File: config.mk
export PLATFORM = sky130hd
export DESIGN_NAME = tt_settle_timer
export DESIGN_NICKNAME = d
export VERILOG_FILES = /design/src/rtl/tt_settle_timer.sv
export SDC_FILE = /design/constraint.sdc
export NUM_CORES = 1
export LEC_CHECK = 0
export ABC_AREA = 1
export CORE_AREA = 3 3 40 42
export DETAILED_ROUTE_END_ITERATION = 10
export DIE_AREA = 0 0 43 45
export PLACE_DENSITY = 0.43
export SLEW_MARGIN = 10
export SYNTH_ARGS = -nofsm -noshare
export SYNTH_HDL_FRONTEND = slang
export SYNTH_SLANG_ARGS = --single-unit
File: constraint.sdc
create_clock -name clk -period 1.8 [get_ports clk]
set_clock_uncertainty 0.05 [all_clocks]
set_input_delay 0.18 -clock clk [delete_from_list [all_inputs] [get_ports clk]]
set_output_delay 0.18 -clock clk [all_outputs]
set_load 0.01 [all_outputs]
File: src/rtl/tt_settle_timer.sv
// Settle wait counter: cleared on entry to SETTLE, counts while enabled, and
// flags the last settle cycle so the FSM moves to SAMPLE after SETTLE cycles.
module tt_settle_timer #(
  parameter int SETTLE = 1
) (
  input  logic clk,
  input  logic rst,
  input  logic load,
  input  logic en,
  output logic expired
);

  logic [3:0] count;

  always_ff @(posedge clk or posedge rst) begin
    if (rst) begin
      count <= '0;
    end else if (load) begin
      count <= '0;
    end else if (en) begin
      count <= count + 4'd1;
    end
  end

  assign expired = en && (count == 4'(SETTLE - 1));

endmodule

==> results.md <==
* Worst-path clk slew at 0.04 ns
* Nets at 45
* Most common cell in the netlist: nand2_1
* Area contributors post-synth: dfrtp_1, ha_1, nand2_1
* First-pass GRT wire length at 759 um
* Adder-cell area share of the yosys netlist at 10.70%
* Static Leakage at 0.1676 nW
* Most used flip-flop cell after synthesis: dfrtp_1
* Max-slew violations at 0
* Post-Synth Simple-Gate Area at 30.48%
* Routed WL at 438 um
* Worst Max-Slew Pin Slew at 0.1600 ns
* Sequential power share at 37.4%
* Residual DRC at 0
* Worst path slowest cell: dfrtp_1
* Setup TNS at 0 ns
* Hold Path Class: in2async
* Total of warnings raised by yosys at 0
* H-Tree Depth at 1
* Critical path's largest stage delay at 0.39 ns
* Placed Area at 300.3 sq um
* Post-synth EDFFs at 0
* Syn_area_per_cell at 8.068 sq um
* CP Launch Type: register
* Min Clock Period, post-route at 1.577 ns
* Detailed placement HPWL at 346.6 um
* Max clock buf depth at 2
* Multiplexer share of the synthesized area at 0%
* Yosys top cell area share at 42.78%
* Routability Congestion at 0.7258
* Rows at 13
* Largest Register: count
* Synth Area in Compound Gates at 8.021%
* Clock sinks at 4
* Register area share after synthesis at 42.78%
* Global Route Usage Sum at 5.858%
* Core Area at 1285 sq um
* Hold-fix buffer count after cts at 0
* WP data required at 1.57 ns
* RSZ-0062 raised after global routing: false
* Number of distinct library cells after synthesis at 11
* Largest registers: count x4
* Worst path cell trace: inv_1, ha_1, nand2_1, nor3_1, dlygate4sd2_1
* Root buf cell: clkbuf_4
* Die width at 43 um
* Commonest cells post-synth: nand2_1, inv_1, dfrtp_1
* Vias/cell at 3.712
* Drt wl/cell at 8.423 um
* Layout fillers at 146
* Synth-to-layout area growth at 37.43%
* Sw power at 0.1053 mW
* Largest family of logic cells by synthesized area: simple AND/OR/NAND/NOR gates
* Max reg flops at 4
* Outcome: finished clean
* Max frequency at 0.6341 GHz
* Die area at 1935 sq um
* TritonCTS clock tree: done
* Yosys reg bits at 4
* Clock buffer count from CTS at 3
* Power density cells at 1039 nW/um^2
* Comb pwr share at 30.9%
* Critical Path Fanout Max at 3
* Layout cell share with drive strength beyond 1 at 18.92%
* Max-Cap Viols at 0
* Antenna violations before repair at 0
* Final instance area at 321.6 sq um
* Worst VDD drop at 0.2840 mV
* Initial core utilization at 18.21%
* Synth area leader: dfrtp_1
* Crit. End Element: primary output
* Post-Synth XOR/XNOR Area at 0%
* Power after layout at 0.3341 mW
* Vias in the first global route at 187
* Crit path DAT at 1.35 ns
* Async SR Flop Fraction at 100.0%
* Crit Path Category: reg2out
* Clk_lat worst skew at 0.23 ns
* Mapped Cells at 29
* Final Setup Violations at 0
* Total grt overflow at 0
* DR iter-0 viols at 8
* Maximum number of pins on one net before global-route repair at 6
* Setup Buffers After CTS at 0
* Final ANT Viol Nets at 0
* N_diodes at 0
* Vias at 193
* Final Hold Fails at 0
* Die height at 45 um
* Synth Cell Area at 234.0 sq um
* Clock Power Share at 31.7%
* Ports at 5
* First drt pass iteration count at 2
* Count of buffers from port buffering at 4
* Int Pwr at 0.2289 mW
* Switching portion of total power at 31.50%
* Max_slew headroom at 89.32%
* Period utilisation layout at 87.62%
* Syn Nets at 35
## cell usage in the layout (no fill, tap or decap), drive strengths merged
cell,count
clkbuf,3
clkdlybuf4s50,3
ha,2
nor2,5
inv,5
dfrtp,4
a21oi,3
nor3,1
dlygate4sd2,1
buf,1
nand3,3
nand2,6
## power groups by stage
stage / Clock [mW] / Sequential [mW] / Combinational (mW)
final: 0.106 / 0.125 / 0.103
after global routing: 0.122 / 0.127 / 0.118
after CTS: 0.111 / 0.125 / 0.105
after detailed placement: 0 / 0.126 / 0.110
after global placement: 0 / 0.126 / 0.105
after floorplan: 0 / 0.122 / 0.0720
## critical path, delay by kind of cell, from the launching register on
family	cells	cell delay (ns)
fa+ha+maj	1	0.16
buf+inv	2	0.41
flops	1	0.39
simple gates	2	0.16
## logic make-up (layout without fill, tap and decap cells)
kind of cell    count (synthesis)  after routing
flops                           4              4
fa+ha+maj                       2              2
buf+inv                         5             13
simple gates                   15             15
compound gates                  3              3
## through the flow
step / worst slack, ns / util [%] / hold slack [ns] / instances
3_5_place_dp: 0.1673 / 23.37 / 0.3228 / 49
2_1_floorplan: 0.6436 / - / -0.1039 / 29
4_1_cts: 0.2061 / 25.02 / 0.07718 / 52
5_1_grt: 0.1326 / 25.02 / 0.08737 / 52
6_report: 0.2229 / 25.02 / 0.08271 / 52
3_3_place_gp: 0.1766 / 23.37 / 0.3214 / 49
## metal layers
layer	up-vias	share of wire, %	global-route usage, %
met2	5	40	7.186
met5	-	0	0
met3	0	7.8	2.789
met1	81	51	6.601
li1	107	-	-
met4	0	0	7.229
## cell type report
cell class	instances	area, sq um	share of cell area [%]
multi-input combinational	20	115.1	35.80
clock buffer	3	22.52	7.004
timing repair buffer	5	46.29	14.40
tap	15	18.77	5.837
sequential	4	100.1	31.13
inverter	5	18.77	5.837
## repair_timing
| action | in CTS | in global routing |
|---|---|---|
| endpoints found under the setup margin | 1 | 0 |
| resized for setup | 1 | 0 |
| endpoints found under the hold margin | 0 | 0 |
## final timing paths
check	start	to	slack, ns	cells past startpoint
setup / recovery	count[0]$_DFFE_PP0P_	expired	0.22	5
hold / removal	rst	count[2]$_DFFE_PP0P_	0.08	2
setup reg to reg	count[0]$_DFFE_PP0P_	count[1]$_DFFE_PP0P_	0.73	4
hold reg to reg	count[1]$_DFFE_PP0P_	count[1]$_DFFE_PP0P_	0.49	2
max in group asynchronous	rst	count[0]$_DFFE_PP0P_	1.48	2
min in group clk	count[1]$_DFFE_PP0P_	count[1]$_DFFE_PP0P_	0.49	2
No activity file was read; power rests on OpenSTA's default activity.
